`config.mk`:
```
export PLATFORM = sky130hd
export DESIGN_NAME = core_sequencer
export DESIGN_NICKNAME = d
export VERILOG_FILES = /design/src/rtl/seq_pkg.sv /design/src/rtl/branch_cond_eval.sv /design/src/rtl/core_sequencer.sv
export SDC_FILE = /design/constraint.sdc
export NUM_CORES = 1
export LEC_CHECK = 0
export BUFFER_PORTS_ARGS = -buffer_cell sky130_fd_sc_hd__buf_2
export CORE_MARGIN = 4
export CORE_UTILIZATION = 50
export DETAILED_ROUTE_END_ITERATION = 10
export PLACE_DENSITY = 0.77
export SLEW_MARGIN = 10
export SYNTH_ARGS = -nofsm -noshare
export SYNTH_HDL_FRONTEND = slang
export SYNTH_HIERARCHICAL = 1
export SYNTH_SLANG_ARGS = --single-unit
```
`constraint.sdc`:
```
create_clock -name clk -period 2.4 [get_ports clk]
set_clock_uncertainty 0.2 [all_clocks]
set_input_delay 0.48 -clock clk [delete_from_list [all_inputs] [get_ports clk]]
set_output_delay 0.48 -clock clk [all_outputs]
set_load 0.05 [all_outputs]
```
`src/rtl/seq_pkg.sv`:
```
// Shared encodings for the Hephaestus multi-cycle sequencer: FSM states,
// instruction class/sub-op/condition codes and status-register bit positions.
package seq_pkg;

  localparam int unsigned INSTR_W = 16;
  localparam int unsigned SREG_W  = 4;

  typedef enum logic [2:0] {
    ST_FETCH  = 3'd0,
    ST_READ   = 3'd1,
    ST_EXEC   = 3'd2,
    ST_MEM_RD = 3'd3,
    ST_MEM_WR = 3'd4,
    ST_WRITE  = 3'd5,
    ST_RETIRE = 3'd6
  } state_t;

  localparam logic [1:0] CLS_ALU = 2'b00;
  localparam logic [1:0] CLS_LS  = 2'b01;
  localparam logic [1:0] CLS_BR  = 2'b10;
  localparam logic [1:0] CLS_MOV = 2'b11;

  localparam logic [1:0] LS_LDI = 2'b00;
  localparam logic [1:0] LS_LDR = 2'b01;
  localparam logic [1:0] LS_LDX = 2'b10;
  localparam logic [1:0] LS_ST  = 2'b11;

  localparam logic [3:0] COND_ZS     = 4'b0000;
  localparam logic [3:0] COND_ZC     = 4'b0001;
  localparam logic [3:0] COND_CS     = 4'b0010;
  localparam logic [3:0] COND_CC     = 4'b0011;
  localparam logic [3:0] COND_SS     = 4'b0100;
  localparam logic [3:0] COND_SC     = 4'b0101;
  localparam logic [3:0] COND_VS     = 4'b0110;
  localparam logic [3:0] COND_VC     = 4'b0111;
  localparam logic [3:0] COND_ALWAYS = 4'b1000;

  localparam logic [3:0] FSL_CMP = 4'b1111;

  localparam int unsigned SREG_Z = 0;
  localparam int unsigned SREG_C = 1;
  localparam int unsigned SREG_S = 2;
  localparam int unsigned SREG_V = 3;

  // Compare ops run the ALU path but never write the register file.
  function automatic logic isCompare(input logic [INSTR_W-1:0] word);
    return (word[15:14] == CLS_ALU) && (word[13:10] == FSL_CMP);
  endfunction

endpackage

```
`src/rtl/branch_cond_eval.sv`:
```
// Combinational branch-condition evaluator over the {V,S,C,Z} status register.
module branch_cond_eval
  import seq_pkg::*;
(
  input  logic [3:0]        cond,
  input  logic [SREG_W-1:0] sreg,
  output logic              taken
);

  always_comb begin
    taken = 1'b0;
    case (cond)
      COND_ZS:     taken =  sreg[SREG_Z];
      COND_ZC:     taken = ~sreg[SREG_Z];
      COND_CS:     taken =  sreg[SREG_C];
      COND_CC:     taken = ~sreg[SREG_C];
      COND_SS:     taken =  sreg[SREG_S];
      COND_SC:     taken = ~sreg[SREG_S];
      COND_VS:     taken =  sreg[SREG_V];
      COND_VC:     taken = ~sreg[SREG_V];
      COND_ALWAYS: taken = 1'b1;
      default:     taken = 1'b0;
    endcase
  end

endmodule

```
`src/rtl/core_sequencer.sv`:
```
// Multi-cycle control sequencer: owns PC and sreg, steps each instruction through the FSM.
// Build option SEQ_MEMWAIT_EN: memory states wait on mem_ready; otherwise they last one cycle.
module core_sequencer
  import seq_pkg::*;
#(
  parameter int unsigned DATA_W = 8,
  parameter int unsigned PC_W   = 8,
  parameter int unsigned REG_AW = 3,
  parameter int unsigned MEM_AW = 8
) (
  input  logic                clk,
  input  logic                rst,
  input  logic                run,
  input  logic [INSTR_W-1:0]  instr,
  output logic [PC_W-1:0]     pc,
  output logic                retire,
  output logic [SREG_W-1:0]   sreg,
  output logic                gpr_rd_en,
  output logic                gpr_wr_en,
  output logic [REG_AW-1:0]   gpr_ra,
  output logic [REG_AW-1:0]   gpr_rb,
  output logic [REG_AW-1:0]   gpr_rc,
  output logic [DATA_W-1:0]   gpr_wdata,
  output logic [DATA_W-1:0]   gpr_wdata_hi,
  input  logic [DATA_W-1:0]   gpr_rdata_a,
  input  logic [DATA_W-1:0]   gpr_rdata_b,
  output logic [DATA_W-1:0]   alu_a,
  output logic [DATA_W-1:0]   alu_b,
  output logic [3:0]          alu_fsl,
  input  logic [DATA_W-1:0]   alu_lo,
  input  logic [DATA_W-1:0]   alu_hi,
  input  logic [SREG_W-1:0]   alu_flags,
  output logic [MEM_AW-1:0]   mem_addr,
  output logic [DATA_W-1:0]   mem_wdata,
  output logic                mem_rd,
  output logic                mem_wr,
  input  logic [DATA_W-1:0]   mem_rdata,
  input  logic                mem_ready
);

  state_t              state, stateNext;
  logic [INSTR_W-1:0]  ir, irNext;
  logic [SREG_W-1:0]   flagsQ, flagsNext;
  logic [PC_W-1:0]     pcNext;
  logic [SREG_W-1:0]   sregNext;
  logic                retireNext, rdEnNext, wrEnNext, memRdNext, memWrNext;
  logic [REG_AW-1:0]   raNext, rbNext, rcNext;
  logic [DATA_W-1:0]   wdataNext, wdataHiNext, aluANext, aluBNext, memWdataNext;
  logic [3:0]          fslNext;
  logic [MEM_AW-1:0]   memAddrNext;
  logic                brTaken;
  logic                memGo;
  logic [1:0]          irCls, irSub;

  assign irCls = ir[15:14];
  assign irSub = ir[13:12];

`ifdef SEQ_MEMWAIT_EN
  assign memGo = mem_ready;
`else
  logic unusedMemReady;
  assign memGo = 1'b1;
  assign unusedMemReady = mem_ready;
`endif

  branch_cond_eval uCond (
    .cond  (ir[13:10]),
    .sreg  (sreg),
    .taken (brTaken)
  );

  // Next-state and next-output logic; strobes are derived from the state being entered.
  always_comb begin
    stateNext    = state;
    irNext       = ir;
    flagsNext    = flagsQ;
    pcNext       = pc;
    sregNext     = sreg;
    raNext       = gpr_ra;
    rbNext       = gpr_rb;
    rcNext       = gpr_rc;
    wdataNext    = gpr_wdata;
    wdataHiNext  = gpr_wdata_hi;
    aluANext     = alu_a;
    aluBNext     = alu_b;
    fslNext      = alu_fsl;
    memAddrNext  = mem_addr;
    memWdataNext = mem_wdata;

    case (state)
      ST_FETCH: begin
        if (run) begin
          irNext = instr;
          case (instr[15:14])
            CLS_ALU: begin
              raNext    = REG_AW'(instr[9:7]);
              rbNext    = REG_AW'(instr[6:4]);
              rcNext    = REG_AW'(instr[3:1]);
              fslNext   = instr[13:10];
              stateNext = ST_READ;
            end
            CLS_LS: begin
              case (instr[13:12])
                LS_LDI: begin
                  rcNext    = REG_AW'(instr[2:0]);
                  wdataNext = DATA_W'(instr[10:3]);
                  stateNext = ST_WRITE;
                end
                LS_LDR: begin
                  rcNext    = REG_AW'(instr[9:7]);
                  raNext    = REG_AW'(instr[6:4]);
                  stateNext = ST_READ;
                end
                LS_LDX: begin
                  rbNext    = REG_AW'(instr[9:7]);
                  rcNext    = REG_AW'(instr[6:4]);
                  stateNext = ST_READ;
                end
                default: begin
                  memAddrNext = MEM_AW'(instr[10:3]);
                  raNext      = REG_AW'(instr[2:0]);
                  stateNext   = ST_READ;
                end
              endcase
            end
            CLS_BR:  stateNext = ST_RETIRE;
            default: begin
              memAddrNext = MEM_AW'(instr[13:7]);
              stateNext   = ST_MEM_RD;
            end
          endcase
        end
      end

      ST_READ: begin
        aluANext = gpr_rdata_a;
        aluBNext = gpr_rdata_b;
        if (irCls == CLS_ALU) begin
          stateNext = ST_EXEC;
        end else begin
          case (irSub)
            LS_LDR: begin
              wdataNext = gpr_rdata_a;
              stateNext = ST_WRITE;
            end
            LS_LDX: begin
              memAddrNext = MEM_AW'(gpr_rdata_b);
              stateNext   = ST_MEM_RD;
            end
            LS_ST: begin
              memWdataNext = gpr_rdata_a;
              stateNext    = ST_MEM_WR;
            end
            default: stateNext = ST_RETIRE;
          endcase
        end
      end

      ST_EXEC: begin
        wdataNext   = alu_lo;
        wdataHiNext = alu_hi;
        flagsNext   = alu_flags;
        stateNext   = ST_WRITE;
      end

      ST_MEM_RD: begin
        if (memGo) begin
          if (irCls == CLS_MOV) begin
            memWdataNext = mem_rdata;
            memAddrNext  = MEM_AW'(ir[6:0]);
            stateNext    = ST_MEM_WR;
          end else begin
            wdataNext = mem_rdata;
            stateNext = ST_WRITE;
          end
        end
      end

      ST_MEM_WR: begin
        if (memGo) stateNext = ST_RETIRE;
      end

      ST_WRITE: stateNext = ST_RETIRE;

      ST_RETIRE: begin
        pcNext = (irCls == CLS_BR && brTaken) ? PC_W'(ir[9:2]) : pc + PC_W'(1);
        if (irCls == CLS_ALU) sregNext = flagsQ;
        stateNext = ST_FETCH;
      end

      default: stateNext = ST_FETCH;
    endcase

    rdEnNext   = (stateNext == ST_READ);
    wrEnNext   = (stateNext == ST_WRITE) && !isCompare(irNext);
    memRdNext  = (stateNext == ST_MEM_RD);
    memWrNext  = (stateNext == ST_MEM_WR);
    retireNext = (stateNext == ST_RETIRE);
  end

  always_ff @(posedge clk) begin
    if (rst) begin
      state        <= ST_FETCH;
      ir           <= '0;
      flagsQ       <= '0;
      pc           <= '0;
      sreg         <= '0;
      retire       <= 1'b0;
      gpr_rd_en    <= 1'b0;
      gpr_wr_en    <= 1'b0;
      mem_rd       <= 1'b0;
      mem_wr       <= 1'b0;
      gpr_ra       <= '0;
      gpr_rb       <= '0;
      gpr_rc       <= '0;
      gpr_wdata    <= '0;
      gpr_wdata_hi <= '0;
      alu_a        <= '0;
      alu_b        <= '0;
      alu_fsl      <= '0;
      mem_addr     <= '0;
      mem_wdata    <= '0;
    end else begin
      state        <= stateNext;
      ir           <= irNext;
      flagsQ       <= flagsNext;
      pc           <= pcNext;
      sreg         <= sregNext;
      retire       <= retireNext;
      gpr_rd_en    <= rdEnNext;
      gpr_wr_en    <= wrEnNext;
      mem_rd       <= memRdNext;
      mem_wr       <= memWrNext;
      gpr_ra       <= raNext;
      gpr_rb       <= rbNext;
      gpr_rc       <= rcNext;
      gpr_wdata    <= wdataNext;
      gpr_wdata_hi <= wdataHiNext;
      alu_a        <= aluANext;
      alu_b        <= aluBNext;
      alu_fsl      <= fslNext;
      mem_addr     <= memAddrNext;
      mem_wdata    <= memWdataNext;
    end
  end

endmodule

```
==> impl_summary.log, run 1 <==
[metrics] arrival time reported for the critical path endpoint: roughly 2.3 ns
[metrics] FF+latch count, synth: 101
[metrics] Cell Int Power: 2950 uW
[metrics] minimum clock period after layout: roughly 2.2 ns
[metrics] Post-CTS Hold Buffers: 0
[metrics] EDFF count, synth: 0
[metrics] number of violations reported at the end of detailed-routing iteration 0: between 500 and 600
[metrics] total congestion overflow after global routing: 0
[metrics] part of the cycle the worst path needs: 93.3%
[metrics] sequential share of the synthesized area: 40.3%
[metrics] Post-CTS Resized: 0
[metrics] number of global-route vias before repair: roughly 4600
[metrics] IO Pins: 142
[metrics] status: complete, no violations
[metrics] worst-case clock buffer depth: 2
[metrics] setup repair after global routing missed its margin: false
[metrics] data required time of the critical path: roughly 2.5 ns
[metrics] floorplan die area: 11700 um^2
[metrics] met1 GRT Util: 32.8%
[metrics] CTS tree: built
[metrics] cts bufs inserted: 9
[metrics] Cell Pwr Density: 826 nW/um^2
[metrics] wire length per cell: between 15 and 20 um
[metrics] count of unique library cells instantiated by Yosys: between 50 and 60
[metrics] initial antenna violation count: 0
[metrics] fraction of power consumed by sequential logic: 39.8%
[metrics] final-report hold violation count: 0
[metrics] post-route setup slack: about 0.16 ns
[metrics] main combinational cell family by area after synthesis: compound AO/OA/AOI/OAI gates
[metrics] final hold slack: 0.146 ns
[metrics] reported leakage power: 0.00255 uW
[metrics] Worst Setup Slack post-DPL: between 0.1 and 0.15 ns
[metrics] flip-flop cell with the highest count after synthesis: sky130_fd_sc_hd__dfxtp_1
[metrics] kind of end point of the critical path: flop
[metrics] Clk pin slew, worst setup/hold paths: ~0.10 ns
[metrics] floorplan die height: around 110 um
[metrics] share of post-route cells with drive strength above 1: 28.6%
[metrics] compound-gate portion of the synthesized area: 21.6%
[metrics] final weighted congestion of routability-driven global placement: 0.876
[metrics] Gate Count Post-Synth: 586
[metrics] initial core utilization: approximately half
[metrics] CTS H-Tree Depth: 3
[metrics] Post-DP Area: 5870 um^2
[metrics] clock root buffer: sky130_fd_sc_hd__clkbuf_8
[metrics] proportion of synthesized area in mux cells: 10.5%
[metrics] final cell area excluding filler cells: around 6000 um^2
[metrics] number of nets produced by synthesis: 659
[metrics] worst ir drop on vdd: ~0.00051 V
[metrics] Post-Synth Adder-Cell Area: under 10%
[metrics] via count: 4963
[metrics] core outline area: 9770 um^2
[metrics] worst hold path depth: 3
[metrics] most used routing layer in global routing: met2
[metrics] depth of the worst register-to-register path: 5
[metrics] insertion delay to the later sink of the worst-skew pair: between 0.3 and 0.4 ns
[metrics] count of nets left with antenna violations after detail routing: 0
[metrics] postcts setup bufs: 0
[metrics] normalized max-slew margin: 50.9%
[metrics] number of antenna diodes: 0
[metrics] wire length of the first global-routing pass: 22.5 mm
[metrics] Post-Route Setup TNS: 0 ns
[metrics] XOR/XNOR share of the synthesized area: 0%
[metrics] number of endpoints failing setup at the final stage: 0
[metrics] met3 Usage GRT: 5.07%
[metrics] die width: roughly 110 um
[metrics] Net count, final: 791
[metrics] critical path launch point type: flop
[metrics] path type of the worst min-delay path: input pin to flop
[metrics] share of total power in combinational logic: just under 40%
[metrics] DRC: 0
[metrics] FFs w/ async S/R, synth: 0%
[metrics] fraction of power consumed by the clock network: 21.1%
[metrics] Netlist Area Pre-Place: about 5000 um^2
[metrics] number of detailed-routing iterations run before antenna repair: 5
[metrics] number of input and output port buffers inserted: 140
[metrics] Cell Rows: 36
[metrics] number of max-slew violations in the final report: 0
[metrics] Detailed Place HPWL: 10.8 mm
[metrics] switching fraction of total power: approximately two fifths
[metrics] crit path kind: flop to flop
[metrics] met2 capacity usage during global routing: 38.0%
[metrics] total net switching power: 2070 uW
[metrics] Maximum Capacitance Violations: 0
[metrics] Yosys Warn Count: 6
[metrics] simple-gate area share of the yosys netlist: 19.7%
[metrics] Max Freq: 447 MHz
[metrics] routed wire length: 14.2 mm
[metrics] critical path peak fanout: 15
[metrics] post-synthesis area per instance: 8.55 um^2
[metrics] total clock sinks: 101
[metrics] Synth-to-Final Area Change: 21.2%
[metrics] total of fill cells in the finished design: roughly 840
[metrics] actual transition at the worst max-transition pin: 0.736 ns
[metrics] Global Route Usage Sum: 24.0%
[metrics] post-detailed-route via-to-cell ratio: 5.80
[metrics] pin count of the biggest net entering global routing: 42
Yosys cell counts (3+ instances only):
cell type / instances / area (um^2)
sky130_fd_sc_hd__inv_1: 14 / 52.6
sky130_fd_sc_hd__and2_1: 5 / 31.3
sky130_fd_sc_hd__nand3_1: 7 / 35.0
sky130_fd_sc_hd__a31oi_1: 3 / 18.8
sky130_fd_sc_hd__dfxtp_1: 101 / 2020
sky130_fd_sc_hd__nor3_4: 3 / 48.8
sky130_fd_sc_hd__a311oi_1: 16 / 140
sky130_fd_sc_hd__nor3b_1: 4 / 30.0
sky130_fd_sc_hd__buf_1: 3 / 11.3
sky130_fd_sc_hd__a21oi_1: 75 / 375
sky130_fd_sc_hd__ha_1: 9 / 113
sky130_fd_sc_hd__and3_1: 3 / 18.8
sky130_fd_sc_hd__nand2_1: 78 / 293
sky130_fd_sc_hd__mux2i_1: 49 / 490
sky130_fd_sc_hd__a22oi_1: 4 / 30.0
sky130_fd_sc_hd__a211oi_1: 10 / 75.1
sky130_fd_sc_hd__a222oi_1: 15 / 150
sky130_fd_sc_hd__o21a_1: 4 / 30.0
sky130_fd_sc_hd__o21ai_0: 14 / 70.1
sky130_fd_sc_hd__clkbuf_1: 26 / 97.6
sky130_fd_sc_hd__and3b_1: 3 / 26.3
sky130_fd_sc_hd__nor4_1: 4 / 25.0
sky130_fd_sc_hd__buf_4: 6 / 45.0
sky130_fd_sc_hd__nor2_1: 47 / 176
sky130_fd_sc_hd__buf_2: 9 / 45.0
sky130_fd_sc_hd__nand4_1: 10 / 62.6
sky130_fd_sc_hd__o31ai_1: 9 / 67.6
sky130_fd_sc_hd__nor2b_1: 6 / 37.5
sky130_fd_sc_hd__nor3_1: 11 / 55.1
sky130_fd_sc_hd__nand2b_1: 4 / 25.0
area by class of cell:
| cell class | count | area [um^2] | area share (%) |
|---|---|---|---|
| Inverter | 14 | 52.6 | 0.865 |
| Multi-Input combinational cell | 424 | 2720 | 44.8 |
| Timing Repair Buffer | 168 | 911 | 15.0 |
| Clock buffer | 12 | 165 | 2.72 |
| Clock inverter | 4 | 31.3 | 0.515 |
| Tap cell | 133 | 166 | 2.74 |
| Sequential cell | 101 | 2030 | 33.4 |
through the flow:
| step | instances | util [%] | power (uW) |
|---|---|---|---|
| 4_1_cts | 856 | 62.1 | 5010 |
| 2_1_floorplan | 586 | - | 3470 |
| 5_1_grt | 856 | 62.1 | 5270 |
| 3_5_place_dp | 840 | 60.1 | 3970 |
| 3_3_place_gp | 840 | 60.1 | 3920 |
| 6_report | 856 | 62.1 | 5010 |
final timing paths:
kind	startpoint	end	slack [ns]
hold reg to reg	alu_a[0]	alu_a[0]	0.26
hold / removal	alu_hi[0]	gpr_wdata_hi[0]	0.15
setup reg to reg	state[2]	mem_addr[0]	0.16
setup / recovery	state[2]	mem_addr[0]	0.16
critical path: stages (launching register included):
cell                       delay (ns)
sky130_fd_sc_hd__dfxtp_1         0.34
sky130_fd_sc_hd__buf_4           0.20
sky130_fd_sc_hd__nor2_1          0.22
sky130_fd_sc_hd__and2_0          0.64
sky130_fd_sc_hd__a222oi_1        0.25
sky130_fd_sc_hd__a311oi_1        0.31
cells in the final DEF (no fill, tap or decap), types with 12 or more instances in the layout:
cell type,n
sky130_fd_sc_hd__buf_4,28
sky130_fd_sc_hd__a21oi_1,75
sky130_fd_sc_hd__nand2_1,78
sky130_fd_sc_hd__nor2_1,47
sky130_fd_sc_hd__dfxtp_1,96
sky130_fd_sc_hd__mux2i_1,49
sky130_fd_sc_hd__a222oi_1,15
sky130_fd_sc_hd__inv_1,14
sky130_fd_sc_hd__buf_2,140
sky130_fd_sc_hd__clkbuf_8,12
sky130_fd_sc_hd__o21ai_0,14
sky130_fd_sc_hd__a311oi_1,16
kinds of logic (layout without fill, tap and decap cells):
kind of cell | count (synthesis) | in the layout
AND/OR/NAND/NOR | 200 | 200
adder cells (fa/ha/maj) | 9 | 9
flip-flops | 101 | 101
AO/OA/AOI/OAI | 164 | 164
buffers and inverters | 61 | 198
multiplexers | 51 | 51
layer usage:
metal | share of wire, % | vias up
met1 | 43 | 2290
met3 | 9.6 | 26
met2 | 46 | 246
li1 | - | 2401
met5 | 0 | -
met4 | 1.8 | 0
state kept, by name (all words and copies together), names as in the netlist:
signal	count
alu_b	8
gpr_wdata_hi	8
gpr_rc	3
pc	8
mem_rd	1
alu_fsl	4
gpr_wdata	8
gpr_rb	3
gpr_wr_en	1
flagsQ	4
mem_wdata	8
gpr_ra	3
mem_addr	8
ir	16
gpr_rd_en	1
mem_wr	1
sreg	4
state	3
retire	1
alu_a	8
power groups by stage:
stage               combinational (uW)  sequential (uW)  clock [uW]
floorplan                          972             2500           0
global placement                  1890             2030           0
detailed placement                1940             2030           0
CTS                               1950             1990        1080
global route                      2100             2020        1150
finish                            1960             2000        1060
(Power assumes the default switching activity.)
==> run 2, diff against run 1 <==
--- a/config.mk
+++ b/config.mk
@@ -5,11 +5,10 @@
 export SDC_FILE = /design/constraint.sdc
 export NUM_CORES = 1
 export LEC_CHECK = 0
-export BUFFER_PORTS_ARGS = -buffer_cell sky130_fd_sc_hd__buf_2
 export CORE_MARGIN = 4
 export CORE_UTILIZATION = 50
 export DETAILED_ROUTE_END_ITERATION = 10
-export PLACE_DENSITY = 0.77
+export DONT_BUFFER_PORTS = 1
 export SLEW_MARGIN = 10
 export SYNTH_ARGS = -nofsm -noshare
 export SYNTH_HDL_FRONTEND = slang
==> run 2 against run 1 <==
Clock power hardly changed. Utilization shrank 5.9 points. Non-clock buffer count decreased by 128. Sequential share of layout area up 3.4 points. Setup slack worse by 0.069 ns. Sequential power grew 26%. Via count shrank 11%. Final cell count is 15% lower. Fmax is 3.0% lower. Die area unchanged. Combinational power shrank 35%. Largest cell class unchanged.
==> impl_summary.log, run 2 (synthesis results as in run 1) <==
[metrics] Synth-to-Final Area Change: 9.79%
[metrics] core outline area: 9770 um^2 (unchanged)
[metrics] Net count, final: 663 (-16%)
[metrics] routed wire length: 14.1 mm (-0.81%)
[metrics] CTS tree: built
[metrics] wire length of the first global-routing pass: 22.0 mm (-2.3%)
[metrics] actual transition at the worst max-transition pin: 0.618 ns (-0.119 ns)
[metrics] Maximum Capacitance Violations: 0 (unchanged)
[metrics] worst-case clock buffer depth: 2 (unchanged)
[metrics] arrival time reported for the critical path endpoint: 2.34 ns (+0.02 ns)
[metrics] part of the cycle the worst path needs: 96.1% (+2.9 points)
[metrics] data required time of the critical path: 2.44 ns (-0.04 ns)
[metrics] postcts setup bufs: 0 (unchanged)
[metrics] Post-DP Area: 5220 um^2 (-11%)
[metrics] Detailed Place HPWL: 10.3 mm (-4.8%)
[metrics] number of endpoints failing setup at the final stage: 0 (unchanged)
[metrics] post-route setup slack: 0.0926 ns (-0.0685 ns)
[metrics] Cell Rows: 36 (unchanged)
[metrics] CTS H-Tree Depth: 3 (unchanged)
[metrics] final cell area excluding filler cells: 5500 um^2 (-9.4%)
[metrics] critical path peak fanout: 21 (+6)
[metrics] number of antenna diodes: 0 (unchanged)
[metrics] number of violations reported at the end of detailed-routing iteration 0: 356 (-33%)
[metrics] minimum clock period after layout: 2.31 ns (+0.0685 ns)
[metrics] insertion delay to the later sink of the worst-skew pair: 0.36 ns (about the same)
[metrics] normalized max-slew margin: 58.8% (+7.9 points)
[metrics] count of nets left with antenna violations after detail routing: 0 (unchanged)
[metrics] clock root buffer: sky130_fd_sc_hd__clkbuf_8
[metrics] via count: 4439 (-11%)
[metrics] total clock sinks: 101 (unchanged)
[metrics] most common library cell in the layout ignoring fill and taps: sky130_fd_sc_hd__dfxtp_1
[metrics] path type of the worst min-delay path: input pin to flop
[metrics] critical path launch point type: flop
[metrics] max reg flops: 16 (unchanged)
[metrics] Global Route Usage Sum: 23.9% (-0.11 points)
[metrics] floorplan die area: 11700 um^2 (unchanged)
[metrics] reported leakage power: 0.00196 uW (-23%)
[metrics] kind of end point of the critical path: flop
[metrics] register with the most flip-flops: ir
[metrics] total congestion overflow after global routing: 0 (unchanged)
[metrics] Cell Pwr Density: 885 nW/um^2 (+7.2%)
[metrics] floorplan die height: 108 um (unchanged)
[metrics] number of global-route vias before repair: 4168 (-8.7%)
[metrics] most frequent cells in the layout: sky130_fd_sc_hd__dfxtp_1 (97), sky130_fd_sc_hd__nand2_1 (78), sky130_fd_sc_hd__a21oi_1 (75)
[metrics] die width: 108 um (unchanged)
[metrics] number of detailed-routing iterations run before antenna repair: 7 (+2)
[metrics] pin count of the biggest net entering global routing: 87 (+110%)
[metrics] crit path kind: flop to flop
[metrics] status: complete, no violations
[metrics] DRC: 0 (unchanged)
[metrics] post-detailed-route via-to-cell ratio: 6.11 (+5.5%)
[metrics] Clk pin slew, worst setup/hold paths: 0.10 ns (about the same)
[metrics] Post-Route Setup TNS: 0 ns (unchanged)
[metrics] worst ir drop on vdd: 0.000439 V (-14%)
[metrics] IO Pins: 142 (unchanged)
[metrics] initial core utilization: 51.3% (unchanged)
[metrics] initial antenna violation count: 0 (unchanged)
[metrics] final-report hold violation count: 0 (unchanged)
[metrics] number of max-slew violations in the final report: 0 (unchanged)
[metrics] Worst Setup Slack post-DPL: 0.179 ns (+0.0396 ns)
[metrics] number of input and output port buffers inserted: 0 (-100%)
[metrics] share of post-route cells with drive strength above 1: 11.6% (-17 points)
[metrics] final weighted congestion of routability-driven global placement: 0.875 (about the same)
[metrics] Max Freq: 433 MHz (-3.0%)
[metrics] wire length per cell: 19.4 um (+17%)
[metrics] cts bufs inserted: 9 (unchanged)
run 2: changes by cell type in the layout (fill, tap and decap cells not counted), sizes merged:
cell and delta:
buf -134, dlygate4sd3 +6, clkbuf -2, clkinv -2, bufinv +1, inv +1
run 2: power by group:
group / internal [uW] / switching [uW] / total, uW
combinational: 514 / 759 / 1270
sequential: 1870 / 650 / 2520
clock: 500 / 576 / 1080
total: 2880 / 1980 / 4870
run 2: final cells by class:
cell class                 instances  area, um^2
clock inverter                     4        48.8
inverter                          14        52.6
clock buffer                      10         138
tap                              133         166
multi-input combinational        424        2720
fill                             940        4270
sequential                       101        2030
timing repair buffer              40         348
run 2: final timing paths:
| path | from | end | slack, ns | depth (start not counted) |
|---|---|---|---|---|
| worst min register to register | flagsQ[2] | sreg[2] | 0.27 | 2 |
| worst min-delay path | gpr_rdata_b[0] | alu_b[0] | 0.04 | 2 |
| worst max register to register | ir[11] | pc[6] | 0.09 | 8 |
| worst max-delay path | ir[11] | pc[6] | 0.09 | 8 |
run 2: metrics by stage:
stage	cells	hold WS (ns)	total power, uW	util (%)
floorplan	586	0.232	3470	-
detailed placement	705	0.250	3760	53.4
global placement	705	0.238	3730	53.4
global route	726	0.00926	5130	56.3
CTS	726	0.0156	4860	56.2
finish	726	0.0371	4870	56.3
run 2: what timing repair did:
item,4_1_cts,5_1_grt
hold endpoints to repair,92,0
endpoints found under the setup margin,0,8
gates resized for setup,0,2
hold buffers,7,0
run 2: worst max-delay path, stage by stage, from the launching register on:
cell and delay (ns):
sky130_fd_sc_hd__dfxtp_1 0.43, sky130_fd_sc_hd__mux4_2 0.52, sky130_fd_sc_hd__nor3b_1 0.22, sky130_fd_sc_hd__or3_1 0.16, sky130_fd_sc_hd__and3b_1 0.20, sky130_fd_sc_hd__buf_12 0.15, sky130_fd_sc_hd__a31oi_1 0.04, sky130_fd_sc_hd__o21ai_0 0.18
sky130_fd_sc_hd__a21oi_1 0.09
run 2: metal layers:
layer  GRT usage (%)  up-vias  wire length [um]  share of wire [%]
li1                -     2144                 -                  -
met1            34.3     2090              6440                 46
met2            34.1      188              6130                 43
met3            7.52       17              1300                9.2
met4            7.48        0               238                1.7
met5               0        -                 0                  0
==> run 3, diff against run 2 <==
--- a/config.mk
+++ b/config.mk
@@ -7,6 +7,7 @@
 export LEC_CHECK = 0
 export CORE_MARGIN = 4
 export CORE_UTILIZATION = 50
+export CTS_BUF_LIST = sky130_fd_sc_hd__clkbuf_8
 export DETAILED_ROUTE_END_ITERATION = 10
 export DONT_BUFFER_PORTS = 1
 export SLEW_MARGIN = 10
==> constraint.sdc (replaced) <==
create_clock -name clk -period 2.4 [get_ports clk]
set_clock_uncertainty 0.2 [all_clocks]
set_input_delay 0.48 -clock clk [delete_from_list [all_inputs] [get_ports clk]]
set_output_delay 0.48 -clock clk [all_outputs]
set_load 0.1 [all_outputs]
==> run 3 against run 2 <==
Total power is 17% higher. Critical path depth is 1 lower. Register-to-register slack better by 0.05 ns. Sequential cell count stayed put. Fmax is 2.3% higher. Setup slack better by 0.052 ns. Sequential power is 21% lower. Global-route usage is 1.1 points higher. Clock power is 9% higher. Non-clock buffer count is 67 higher. Final area is 10% higher. Largest cell class unchanged. Largest power group is now combinational logic.
==> impl_summary.log, run 3 (synthesis results as in run 1) <==
[metrics] worst stage delay on the critical path: 0.55 ns (+0.03 ns)
[metrics] number of max-slew violations in the final report: 0 (unchanged)
[metrics] number of input and output port buffers inserted: 0 (unchanged)
[metrics] Crit path top cell by count: sky130_fd_sc_hd__buf_6
[metrics] wire length per cell: 18.3 um (-5.9%)
[metrics] final weighted congestion of routability-driven global placement: 0.903 (+3.2%)
[metrics] Net count, final: 730 (+10%)
[metrics] IO Pins: 142 (unchanged)
[metrics] depth of the worst register-to-register path: 7 (-1)
[metrics] register with the most flip-flops: ir
[metrics] normalized max-slew margin: 61.8% (+3.0 points)
[metrics] part of the cycle the worst path needs: 94.0% (-2.2 points)
[metrics] number of detailed-routing iterations run before antenna repair: 6 (-1)
[metrics] reported leakage power: 0.00234 uW (+19%)
[metrics] floorplan die height: 108 um (unchanged)
[metrics] most common library cell in the layout ignoring fill and taps: sky130_fd_sc_hd__buf_4
[metrics] share of post-route cells with drive strength above 1: 20.7% (+9.1 points)
[metrics] Global Route Usage Sum: 25.0% (+1.1 points)
[metrics] CTS tree: built
[metrics] clock root buffer: sky130_fd_sc_hd__clkbuf_8
[metrics] die width: 108 um (unchanged)
[metrics] via count: 4687 (+5.6%)
[metrics] most frequent cells in the layout: sky130_fd_sc_hd__buf_4 (97), sky130_fd_sc_hd__dfxtp_1 (95), sky130_fd_sc_hd__nand2_1 (78)
[metrics] Cell Rows: 36 (unchanged)
[metrics] setup repair after global routing missed its margin: true
[metrics] post-detailed-route via-to-cell ratio: 5.90 (-3.6%)
[metrics] critical path launch point type: flop
[metrics] crit path kind: flop to flop
[metrics] series of cell instances along the critical path: buf_6 > inv_1 > nor3_2 > buf_6 > mux2i_1 > nor2_1 > dlygate4sd3_1
[metrics] CTS H-Tree Depth: 3 (unchanged)
[metrics] cts bufs inserted: 9 (unchanged)
[metrics] path type of the worst min-delay path: input pin to flop
[metrics] total clock sinks: 101 (unchanged)
[metrics] wire length of the first global-routing pass: 23.2 mm (+5.3%)
[metrics] core outline area: 9770 um^2 (unchanged)
[metrics] number of endpoints failing setup at the final stage: 0 (unchanged)
[metrics] arrival time reported for the critical path endpoint: 2.32 ns (-0.02 ns)
[metrics] actual transition at the worst max-transition pin: 0.573 ns (-0.0446 ns)
[metrics] Max Freq: 443 MHz (+2.3%)
[metrics] total congestion overflow after global routing: 0 (unchanged)
[metrics] final-report hold violation count: 0 (unchanged)
[metrics] floorplan die area: 11700 um^2 (unchanged)
[metrics] post-route core utilization: 61.9% (+5.6 points)
[metrics] data required time of the critical path: 2.46 ns (+0.02 ns)
[metrics] worst hold path depth: 1 (-1)
[metrics] max reg flops: 16 (unchanged)
[metrics] critical path peak fanout: 19 (-9.5%)
[metrics] DRC: 0 (unchanged)
[metrics] initial antenna violation count: 0 (unchanged)
[metrics] postcts setup bufs: 0 (unchanged)
[metrics] Clk pin slew, worst setup/hold paths: 0.09 ns (about the same)
[metrics] worst ir drop on vdd: 0.000439 V (about the same)
[metrics] pin count of the biggest net entering global routing: 87 (unchanged)
[metrics] minimum clock period after layout: 2.26 ns (-0.0521 ns)
[metrics] post-route setup slack: 0.145 ns (+0.0521 ns)
[metrics] insertion delay to the later sink of the worst-skew pair: 0.37 ns (about the same)
[metrics] status: complete, no violations
[metrics] number of global-route vias before repair: 4573 (+9.7%)
[metrics] Synth-to-Final Area Change: 20.7%
[metrics] Maximum Capacitance Violations: 0 (unchanged)
[metrics] initial core utilization: 51.3% (unchanged)
[metrics] Worst Setup Slack post-DPL: 0.174 ns (-0.00462 ns)
[metrics] routed wire length: 14.5 mm (+3.0%)
[metrics] slowest cell on the critical path: sky130_fd_sc_hd__dlygate4sd3_1
[metrics] number of violations reported at the end of detailed-routing iteration 0: 417 (+17%)
[metrics] Cell Pwr Density: 941 nW/um^2 (+6.4%)
[metrics] Detailed Place HPWL: 10.5 mm (+2.0%)
[metrics] count of nets left with antenna violations after detail routing: 0 (unchanged)
[metrics] worst-case clock buffer depth: 2 (unchanged)
[metrics] kind of end point of the critical path: flop
[metrics] number of antenna diodes: 0 (unchanged)
## run 3: changes by cell type in the layout (fill, tap and decap cells not counted), moves of 2 or more
cell,previous run,this run
sky130_fd_sc_hd__buf_4,32,97
sky130_fd_sc_hd__buf_6,0,2
sky130_fd_sc_hd__dfxtp_1,97,95
sky130_fd_sc_hd__dfxtp_2,4,2
sky130_fd_sc_hd__dfxtp_4,0,4
sky130_fd_sc_hd__inv_1,14,16
## run 3: through the flow
stage	area, um^2	power, uW	cells	setup TNS [ns]	hold WS, ns
final	6050	5700	795	0	0.0238
after global routing	6050	5970	795	-0.00773	0.0120
after CTS	6040	5700	795	0	0.00912
after detailed placement	5740	4480	772	0	0.244
after global placement	5740	4440	772	0	0.237
after floorplan	5030	3990	586	0	0.232
## run 3: critical path: cells and delay by family, from the launching register on
family	cells	cell delay [ns]
buffers and inverters	4	1.08
muxes	1	0.20
DFF	1	0.37
and+or+nand+nor	2	0.29
## run 3: final timing paths
path | slack (ns) | to | from
setup reg to reg | 0.14 | flagsQ[0] | state[1]
setup / recovery | 0.14 | flagsQ[0] | state[1]
hold / removal | 0.02 | pc[7] | rst
hold reg to reg | 0.26 | alu_b[3] | alu_b[3]
## run 3: what timing repair did
item / 4_1_cts / 5_1_grt
endpoints found under the setup margin: 0 / 8
hold buffers: 7 / 0
hold endpoints to repair: 92 / 0
gates resized for setup: 0 / 5
## run 3: cell type report
type / count / area [um^2]
multi-input cells: 424 / 2720
fillers: 894 / 3720
well taps: 133 / 166
clock inverters: 6 / 80.1
clock buffers: 10 / 138
repair buffers: 107 / 858
inverters: 14 / 52.6
flip-flops and latches: 101 / 2040
## run 3: report_power, final
part           switching (uW)  internal, uW
clock network             576           607
registers                 132          1870
logic                    1840           674
total                    2550          3150
## run 3: layer usage
metal / track usage, % / up-vias / routed length, um
met1: 33.4 / 2199 / 6300
met4: 9.38 / 0 / 333
met3: 5.67 / 25 / 1210
li1: - / 2285 / -
met5: 0 / - / 0
met2: 39.7 / 178 / 6680
